--- src/rtl/ex_mem_pkg.sv ---
// ex_mem_pkg: shared types for the EX/MEM pipeline register slice.
// Optional macro EX_MEM_BRANCH_RESOLVE_EN adds a branch target field to each entry.
`default_nettype none

package ex_mem_pkg;

    localparam int DEF_N  = 64;
    localparam int DEF_RW = 5;

    typedef struct packed {
        logic mem_read;
        logic mem_write;
        logic reg_write;
        logic mem_to_reg;
        logic branch;
    } ex_mem_ctrl_t;

    typedef enum logic [1:0] {
        EMPTY = 2'd0,
        ONE   = 2'd1,
        FULL  = 2'd2
    } ex_mem_state_t;

    // Field layout reference for the default widths; the datapath packs the same order.
    typedef struct packed {
        logic [DEF_N-1:0]  result;
        logic              zero;
        logic [DEF_N-1:0]  wr_data;
        logic [DEF_RW-1:0] rd;
        ex_mem_ctrl_t      ctrl;
`ifdef EX_MEM_BRANCH_RESOLVE_EN
        logic [DEF_N-1:0]  br_target;
`endif
    } ex_mem_entry_t;

    function automatic int entry_width(input int n, input int rw);
`ifdef EX_MEM_BRANCH_RESOLVE_EN
        return 3 * n + 1 + rw + $bits(ex_mem_ctrl_t);
`else
        return 2 * n + 1 + rw + $bits(ex_mem_ctrl_t);
`endif
    endfunction

endpackage

`default_nettype wire

--- src/rtl/ex_mem_entry_reg.sv ---
// ex_mem_entry_reg: load-enabled entry register, cleared by asynchronous active-low reset.
`default_nettype none

module ex_mem_entry_reg #(
    parameter int W = 8
) (
    input  logic         clk,
    input  logic         reset,
    input  logic         load,
    input  logic [W-1:0] d,
    output logic [W-1:0] q
);

    always_ff @(posedge clk or negedge reset) begin
        if (!reset) begin
            q <= '0;
        end else if (load) begin
            q <= d;
        end
    end

endmodule

`default_nettype wire

--- src/rtl/ex_mem_stage.sv ---
// ex_mem_stage: two-entry elastic EX/MEM pipeline register (main + skid) with flush.
// Optional macro EX_MEM_BRANCH_RESOLVE_EN adds br_target / out_pcsrc / out_br_target.
`default_nettype none

module ex_mem_stage
    import ex_mem_pkg::*;
#(
    parameter int N  = 64,
    parameter int RW = 5
) (
    input  logic          clk,
    input  logic          reset,
    input  logic          flush,
    input  logic          in_valid,
    output logic          in_ready,
    input  logic [N-1:0]  alu_result,
    input  logic          alu_zero,
    input  logic [N-1:0]  wr_data,
    input  logic [RW-1:0] rd,
    input  ex_mem_ctrl_t  ctrl,
    output logic          out_valid,
    input  logic          out_ready,
    output logic [N-1:0]  out_result,
    output logic          out_zero,
    output logic [N-1:0]  out_wr_data,
    output logic [RW-1:0] out_rd,
    output ex_mem_ctrl_t  out_ctrl
`ifdef EX_MEM_BRANCH_RESOLVE_EN
   ,input  logic [N-1:0]  br_target,
    output logic          out_pcsrc,
    output logic [N-1:0]  out_br_target
`endif
);

    localparam int W = entry_width(N, RW);

    ex_mem_state_t state, state_nxt;
    logic [W-1:0]  in_entry, main_d, main_q, skid_q;
    logic          accept, emit;
    logic          main_load, skid_load, main_from_skid;

`ifdef EX_MEM_BRANCH_RESOLVE_EN
    assign in_entry = {alu_result, alu_zero, wr_data, rd, ctrl, br_target};
    assign {out_result, out_zero, out_wr_data, out_rd, out_ctrl, out_br_target} = main_q;
    assign out_pcsrc = out_valid & out_ctrl.branch & out_zero;
`else
    assign in_entry = {alu_result, alu_zero, wr_data, rd, ctrl};
    assign {out_result, out_zero, out_wr_data, out_rd, out_ctrl} = main_q;
`endif

    // Handshake flags come from state alone so out_ready never reaches in_ready.
    assign in_ready  = (state != FULL);
    assign out_valid = (state != EMPTY);
    assign accept    = in_valid & in_ready;
    assign emit      = out_valid & out_ready;

    always_ff @(posedge clk or negedge reset) begin
        if (!reset) begin
            state <= EMPTY;
        end else begin
            state <= state_nxt;
        end
    end

    always_comb begin
        state_nxt      = state;
        main_load      = 1'b0;
        skid_load      = 1'b0;
        main_from_skid = 1'b0;
        if (flush) begin
            state_nxt = EMPTY;
        end else begin
            case (state)
                EMPTY: begin
                    if (accept) begin
                        state_nxt = ONE;
                        main_load = 1'b1;
                    end
                end
                ONE: begin
                    if (accept && !emit) begin
                        state_nxt = FULL;
                        skid_load = 1'b1;
                    end else if (accept && emit) begin
                        main_load = 1'b1;
                    end else if (emit) begin
                        state_nxt = EMPTY;
                    end
                end
                FULL: begin
                    if (emit) begin
                        state_nxt      = ONE;
                        main_load      = 1'b1;
                        main_from_skid = 1'b1;
                    end
                end
                default: state_nxt = EMPTY;
            endcase
        end
    end

    assign main_d = main_from_skid ? skid_q : in_entry;

    ex_mem_entry_reg #(.W(W)) u_main (
        .clk   (clk),
        .reset (reset),
        .load  (main_load),
        .d     (main_d),
        .q     (main_q)
    );

    ex_mem_entry_reg #(.W(W)) u_skid (
        .clk   (clk),
        .reset (reset),
        .load  (skid_load),
        .d     (in_entry),
        .q     (skid_q)
    );

endmodule

`default_nettype wire

--- config.mk ---
export PLATFORM = sky130hd
export DESIGN_NAME = ex_mem_stage
export DESIGN_NICKNAME = d
export VERILOG_FILES = /design/src/rtl/ex_mem_pkg.sv /design/src/rtl/ex_mem_entry_reg.sv /design/src/rtl/ex_mem_stage.sv
export SDC_FILE = /design/constraint.sdc
export NUM_CORES = 1
export LEC_CHECK = 0
export CORE_MARGIN = 3
export CORE_UTILIZATION = 54
export DETAILED_ROUTE_END_ITERATION = 12
export PLACE_DENSITY = 0.84
export SYNTH_ARGS = -nofsm -noshare
export SYNTH_HDL_FRONTEND = slang
export SYNTH_SLANG_ARGS = --single-unit
--- constraint.sdc ---
create_clock -name clk -period 3.04 [get_ports clk]
set_input_delay 0.304 -clock clk [delete_from_list [all_inputs] [get_ports clk]]
set_output_delay 0.304 -clock clk [all_outputs]
set_load 0.02 [all_outputs]
==> impl_summary.txt, run 1 <==
----------------------------------------------------
[Global routing]
  Largest net degree at the start of global routing ... 96
  Met2 track demand over resource in global routing ... 36.0%
  Overall track demand over capacity in global routing ... 21.1%
  GRT met1 Usage ... 26.8%
  Routing usage on met3 ... 7.07%
  Initial antenna violation count ... 2
  First-pass GRT wire length ... 41900 µm
  Via count of the first global-routing pass ... 7927
  Highest-utilization routing layer at the global route stage ... met2
  Grt total ovfl ... 0

[Timing]
  Setup clock skew after layout ... 0.00693 ns
  Unrepaired setup endpoints after global routing ... no
  Min cycle time layout ... 2.24 ns
  Post-route fraction of the period consumed by the critical path ... 73.6%
  Final TNS setup ... 0 ns
  Transition time at the pin with the least slew margin ... 0.752 ns
  Final count of hold timing violations ... 0
  Count of final setup violators ... 0
  Fmax ... 447 MHz
  Max-slew violation total from the final report ... 0
  Max-slew headroom ... 49.9%

[Setup path]
  Worst R2R End ... u_main.q[37]$_DFFE_PN0P_
  Worst setup EP type ... primary output
  Cell family contributing the most delay on the critical path ... buffers and inverters
  Startpoint of the worst-slack reg-to-reg timing path ... state[0]$_DFFE_PN0P_
  CP max stage cell ... sky130_fd_sc_hd__clkdlybuf4s50_1
  Endpoint required time on the critical path ... 2.74 ns
  CP startpoint kind ... flip-flop
  Max FO, Critical Path ... 6
  Setup CP Type ... reg2out
  Register-to-register path setup slack ... 0.80 ns
  Crit path largest cell delay ... 0.58 ns
  Sum of buffers and inverters on the critical path ... 1
  FF-to-FF path depth ... 6
  Cell breakdown of the critical path ... or2_2 > clkdlybuf4s50_1
  Critical path arrival ... 1.93 ns

[Synth]
  Total of warnings raised by yosys ... 0
  Mapped Area ... 12400 µm²
  Register area share after synthesis ... 56.7%
  Number of flip-flops and latches in the synthesized netlist ... 280
  Portion of synthesized cell area occupied by the leading cell type ... 56.7%
  Top cell types by occurrence after synthesis ... sky130_fd_sc_hd__mux2_2 (373), sky130_fd_sc_hd__dfrtp_1 (280), sky130_fd_sc_hd__mux2_4 (40)
  Dominant cell type by area after synthesis ... sky130_fd_sc_hd__dfrtp_1
  Number of enable-type register cells in the synthesized netlist ... 0
  Library cells used by synthesis ... 21
  Largest cells by area after synthesis ... sky130_fd_sc_hd__dfrtp_1 (57%), sky130_fd_sc_hd__mux2_2 (34%), sky130_fd_sc_hd__mux2_4 (4.9%)
  Gate count of the mapped netlist ... 760
  Asr flop ratio synth ... 100%
  Most instantiated flip-flop cell in the synthesis netlist ... sky130_fd_sc_hd__dfrtp_1
  Mean Syn Cell Area ... 16.3 µm²
  Cell with the most instances after synthesis ... sky130_fd_sc_hd__mux2_2
  Syn nets ... 904

[Layout]
  Summed area of non-filler cells in the final layout ... 16500 µm²
  Share of post-route cells with drive strength above 1 ... 45.3%
  Diodes inserted ... 0
  # nets final ... 1195
  Area added between synthesis and finish ... 33.6%

[Power and ir drop]
  Leakage power ... 0.00702 µW
  Power Dens Cells ... 705 nW/µm²
  Worst vdd rail ir drop ... 560 µV

[Clocking]
  Bufs on Longest Clock Path ... 3
  CTS Sinks ... 280
  CTS tree ... done
  H-tree Lvls ... 1
  Number of CTS-inserted buffers ... 30
  Root Driver ... sky130_fd_sc_hd__clkbuf_16
  CTS clock-pin slew for the worst setup and hold paths ... 0.06 ns
  Clock latency reported for the late side of the worst-skew pair ... 0.53 ns

[Floorplanning]
  Effective utilization at floorplan ... 55.7%
  Die Y-Extent ... 157 µm
  Core footprint ... 22200 µm²
  I/O pin count ... 285
  Number of placement rows ... 54
  Horiz. Die Dim ... 157 µm
  Area of the die ... 24700 µm²

[Routing]
  Detailed-route wire length ... 26700 µm
  Average wire length per cell after detail routing ... 19.8 µm
  Number of design rule violations left after detail routing ... 0
  Number of routed nets with antenna violations ... 0
  First-pass iteration count of the detailed router ... 4
  Via count of the routed design ... 7271
  Number of design-rule violations left by the first detailed-router iteration ... 229
  Vias per cell ... 5.38

[Placed design]
  Final weighted congestion of routability-driven global placement ... 0.743
  Post-DP HPWL ... 18300 µm
  Number of port buffers ... 284
  Placed inst area ... 15500 µm²

[Flow run]
  Number of max-capacitance violations reported ... 0

[Hold path]
  Hold Crit Class ... in2async

[Run status]
  Outcome ... finished clean

----------------------------------------------------
## placed cells by master, fill, tap and decap left out
cell type / instances
sky130_fd_sc_hd__mux2_2: 373
sky130_fd_sc_hd__clkdlybuf4s50_1: 283
sky130_fd_sc_hd__dfrtp_1: 280
sky130_fd_sc_hd__mux2_4: 40
sky130_fd_sc_hd__clkbuf_16: 31
sky130_fd_sc_hd__clkbuf_8: 12
sky130_fd_sc_hd__buf_12: 10
sky130_fd_sc_hd__buf_4: 9
sky130_fd_sc_hd__clkbuf_1: 6
sky130_fd_sc_hd__nor2_1: 5
sky130_fd_sc_hd__mux2_1: 4
sky130_fd_sc_hd__bufinv_16: 2
sky130_fd_sc_hd__clkinv_2: 2
sky130_fd_sc_hd__or2_2: 1
sky130_fd_sc_hd__nor2b_2: 1
sky130_fd_sc_hd__inv_2: 1
sky130_fd_sc_hd__nand2b_1: 1
sky130_fd_sc_hd__nor2_4: 1
sky130_fd_sc_hd__and2b_1: 1
sky130_fd_sc_hd__a2bb2oi_4: 1
sky130_fd_sc_hd__nand3_4: 1
sky130_fd_sc_hd__a21oi_1: 1
sky130_fd_sc_hd__nor3_1: 1
sky130_fd_sc_hd__mux2i_1: 1
sky130_fd_sc_hd__o21ai_0: 1
sky130_fd_sc_hd__o21a_1: 1
sky130_fd_sc_hd__dlygate4sd3_1: 1
sky130_fd_sc_hd__buf_8: 1
## timing repair
item	4_1_cts	5_1_grt
hold buffers	1	0
gates resized for setup	0	0
buffers inserted	0	0
endpoints found under the hold margin	88	0
## state kept, by name, indices dropped and copies added, names as in the netlist
register and cells:
state 2, u_skid.q 139, u_main.q 139
## layout make-up
type | instances | area (µm²)
fill | 1392 | 5660
tap | 280 | 350
clock buffer | 49 | 963
inverter | 1 | 3.75
multi-input combinational | 434 | 4980
sequential | 280 | 7010
timing repair buffer | 304 | 3130
clock inverter | 4 | 70.1
## where the power goes
group	total, µW	switching, µW	internal, µW
Sequential	5100	461	4640
Combinational	2810	1170	1640
Clock	3710	1410	2310
## metal layers
| layer | part of all wire, % | vias up |
|---|---|---|
| met5 | 0.079 | - |
| met4 | 1.3 | 4 |
| met3 | 8.5 | 34 |
| met2 | 49 | 215 |
| met1 | 41 | 3692 |
| li1 | - | 3326 |
## through the flow
step	setup slack (ns)	hold WS, ns	cells	total power (µW)	utilization, %
6_report	0.801	0.380	1352	11600	74.5
5_1_grt	0.735	0.394	1352	12200	74.5
4_1_cts	0.776	0.383	1352	11800	74.5
3_5_place_dp	0.550	0.390	1298	8000	69.7
3_3_place_gp	0.611	0.383	1298	7860	69.7
2_1_floorplan	1.19	0.00841	760	6590	-
## worst max-delay path by stage
stage | start | end | slack (ns) | depth (start not counted)
2_1_floorplan | state[0]$_DFFE_PN0P_ | u_main.q[100]$_DFFE_PN0P_ | 1.19 | 7
3_3_place_gp | in_valid | u_main.q[54]$_DFFE_PN0P_ | 0.61 | 6
3_5_place_dp | flush | u_main.q[38]$_DFFE_PN0P_ | 0.55 | 6
4_1_cts | state[0]$_DFFE_PN0P_ | out_valid | 0.78 | 2
5_1_grt | state[0]$_DFFE_PN0P_ | u_main.q[63]$_DFFE_PN0P_ | 0.73 | 6
6_report | state[0]$_DFFE_PN0P_ | out_valid | 0.80 | 2
## worst register-to-register path: stages (launching register included)
cell                      delay (ns)
sky130_fd_sc_hd__dfrtp_1        0.48
sky130_fd_sc_hd__nor2b_2        0.24
sky130_fd_sc_hd__inv_2          0.08
sky130_fd_sc_hd__nor2_4         0.16
sky130_fd_sc_hd__buf_12         0.39
sky130_fd_sc_hd__mux2_2         0.50
sky130_fd_sc_hd__mux2_2         0.27
## cells by family (layout without fill, tap and decap cells)
family	after synthesis	in the layout	synth area share, %
DFF	280	280	56.7
and+or+nand+nor	12	12	0.557
muxes	418	418	39.3
AOI/OAI and AO/OA	4	4	0.263
buffers and inverters	46	358	3.14
(Power assumes the default switching activity.)
==> run 2, diff against run 1 <==
Settings changed: CORE_UTILIZATION 54 to 46, PLACE_DENSITY 0.84 to 0.76.
Clock period 3.04 ns to 2 ns, I/O delays scaled along.
==> impl_summary.txt, run 2 (synthesized netlist as in run 1, its figures left out) <==
----------------------------------------------------
[Global routing]
  Overall track demand over capacity in global routing ... 18.5% (-2.7 points)
  Initial antenna violation count ... 0 (-2)
  First-pass GRT wire length ... 43100 µm (+2.9%)
  Grt total ovfl ... 0 (unchanged)
  Via count of the first global-routing pass ... 8060 (+1.7%)
  Largest net degree at the start of global routing ... 61 (-36%)

[Timing]
  Final TNS setup ... 0 ns (unchanged)
  Unrepaired setup endpoints after global routing ... no
  Count of final setup violators ... 0 (unchanged)
  Setup WS post-layout ... 0.0859 ns (-0.715 ns)
  Fmax ... 522 MHz
  Worst hold margin ... 0.175 ns (-0.205 ns)
  Min cycle time layout ... 1.91 ns
  Transition time at the pin with the least slew margin ... 0.456 ns (-0.297 ns)
  Max-slew violation total from the final report ... 0 (unchanged)
  Final count of hold timing violations ... 0 (unchanged)
  Max-slew headroom ... 69.6% (+20 points)
  Setup clock skew after layout ... 0.0129 ns (+0.00602 ns)
  Post-route fraction of the period consumed by the critical path ... 95.7%

[Placed design]
  Placed cells ... 1396 (+7.6%)
  Final weighted congestion of routability-driven global placement ... 0.753 (+1.2%)
  Post-DP HPWL ... 19300 µm (+5.2%)
  Place WS ... -0.118 ns (-0.667 ns)
  Number of port buffers ... 284 (unchanged)

[Layout]
  Diodes inserted ... 0 (unchanged)
  Fillcell total ... 1858 (+33%)
  Number of standard cells in the final layout excluding fillers ... 1453 (+7.5%)
  Share of post-route cells with drive strength above 1 ... 47.8% (+2.4 points)
  Largest registers ... u_main.q: 139 flops, u_skid.q: 139 flops, state: 2 flops
  Highest-count cells in the layout ignoring fill and taps ... sky130_fd_sc_hd__mux2_2 (373), sky130_fd_sc_hd__clkdlybuf4s50_1 (281), sky130_fd_sc_hd__dfrtp_1 (280)
  Combined area of the multi-input logic cells ... 4990 µm² (+0.10%)
  Area added between synthesis and finish ... 39.7%
  # nets final ... 1238 (+3.6%)
  Most common library cell in the layout ignoring fill and taps ... sky130_fd_sc_hd__mux2_2
  Storage cell area ... 7010 µm² (unchanged)

[Setup path]
  Worst R2R End ... u_main.q[29]$_DFFE_PN0P_
  Cell breakdown of the critical path ... nor2b_4 > inv_2 > nor2_4 > buf_12 > buf_4 > mux2_2 > mux2_2
  Endpoint required time on the critical path ... 2.42 ns (-0.32 ns)
  Worst setup EP type ... flip-flop
  Register-to-register path setup slack ... 0.09 ns (-0.72 ns)
  Max FO, Critical Path ... 16 (+10)
  Most Frequent Cell on Critical Path ... sky130_fd_sc_hd__mux2_2
  FF-to-FF path depth ... 7 (+1)
  CP max stage cell ... sky130_fd_sc_hd__dfrtp_1
  Sum of buffers and inverters on the critical path ... 3 (+2)
  Origin of the worst setup path ... state[1]$_DFFE_PN0P_
  Setup CP Type ... reg2reg
  Startpoint of the worst-slack reg-to-reg timing path ... state[1]$_DFFE_PN0P_
  CP startpoint kind ... flip-flop
  Cell family contributing the most delay on the critical path ... multiplexers
  Critical path arrival ... 2.33 ns (+0.40 ns)
  Crit path largest cell delay ... 0.38 ns (-0.20 ns)

[Run status]
  Outcome ... finished clean

[Power and ir drop]
  Worst vdd rail ir drop ... 1250 µV (+120%)
  Leakage power ... 0.00736 µW (+4.9%)
  Power after layout ... 18100 µW (+56%)
  Power Dens Cells ... 1050 nW/µm² (+49%)

[Routing]
  Detailed-route wire length ... 27000 µm (+0.77%)
  Average wire length per cell after detail routing ... 18.6 µm (-6.2%)
  Vias per cell ... 5.08 (-5.5%)
  Via count of the routed design ... 7383 (+1.5%)
  Number of design rule violations left after detail routing ... 0 (unchanged)
  Number of design-rule violations left by the first detailed-router iteration ... 290 (+27%)
  Number of routed nets with antenna violations ... 0 (unchanged)
  First-pass iteration count of the detailed router ... 4 (unchanged)

[Clocking]
  Clock latency reported for the late side of the worst-skew pair ... 0.54 ns (about the same)
  Number of CTS-inserted buffers ... 30 (unchanged)
  CTS tree ... done
  H-tree Lvls ... 1 (unchanged)
  Bufs on Longest Clock Path ... 3 (unchanged)
  Root Driver ... sky130_fd_sc_hd__clkbuf_16
  CTS Sinks ... 280 (unchanged)
  CTS clock-pin slew for the worst setup and hold paths ... 0.06 ns (about the same)

[Floorplanning]
  Area of the die ... 28900 µm² (+17%)
  Core footprint ... 26200 µm² (+18%)
  Effective utilization at floorplan ... 47.1% (-8.6 points)
  Die Y-Extent ... 170 µm (+8.0%)
  Number of placement rows ... 59 (+9.3%)
  Horiz. Die Dim ... 170 µm (+8.0%)
  I/O pin count ... 285 (unchanged)

[Hold path]
  Hold Crit Class ... in2async

[Flow run]
  Number of max-capacitance violations reported ... 0 (unchanged)

----------------------------------------------------
==> run 2: worst max path at each step <==
| stage | endpoint | slack, ns | cells past startpoint |
|---|---|---|---|
| floorplan | u_main.q[100]$_DFFE_PN0P_ | 0.15 | 7 |
| global placement | u_main.q[104]$_DFFE_PN0P_ | -0.09 | 7 |
| detailed placement | u_main.q[105]$_DFFE_PN0P_ | -0.12 | 7 |
| CTS | u_main.q[29]$_DFFE_PN0P_ | 0.02 | 7 |
| global route | u_main.q[105]$_DFFE_PN0P_ | 0.0008 | 7 |
| finish | u_main.q[29]$_DFFE_PN0P_ | 0.09 | 7 |
==> run 2: timing repair <==
action,4_1_cts,5_1_grt
endpoints found under the hold margin,107,0
pin swaps,0,0
cloned,0,0
endpoints found under the setup margin,2,100
hold buffers,1,0
gates resized for setup,2,3
buffers inserted,0,0
==> run 2: through the flow <==
step / area, µm² / utilization [%]
after floorplan: 12400 / -
after global placement: 16100 / 61.6
after detailed placement: 16100 / 61.6
after CTS: 17300 / 65.8
after global routing: 17300 / 65.9
final: 17300 / 65.9
==> run 2: worst register-to-register path: cells and delay by family (launching register included) <==
kind                   cells  cell delay (ns)
DFF                        1             0.38
and+or+nand+nor            2             0.37
muxes                      2             0.59
buffers and inverters      3             0.46
==> run 2: layer usage <==
| layer | up-vias | global-route usage, % | share of wire (%) |
|---|---|---|---|
| met5 | - | 0 | 0 |
| met2 | 209 | 30.3 | 48 |
| met1 | 3730 | 25.4 | 44 |
| met3 | 34 | 4.39 | 6.6 |
| li1 | 3410 | - | - |
| met4 | 0 | 3.56 | 1.6 |
==> run 2: layout make-up <==
| cell class | count | area share [%] |
|---|---|---|
| clock buffer | 44 | 5.24 |
| clock inverter | 12 | 1.13 |
| inverter | 1 | 0.0218 |
| multi-input combinational | 434 | 28.9 |
| sequential | 280 | 40.6 |
| tap | 335 | 2.43 |
| timing repair buffer | 347 | 21.7 |
==> run 2: power breakdown <==
part	total (µW)	internal [µW]	switching, µW
sequential	7760	7050	711
clock	5990	3770	2220
combinational	4360	2580	1780
total	18100	13400	4710
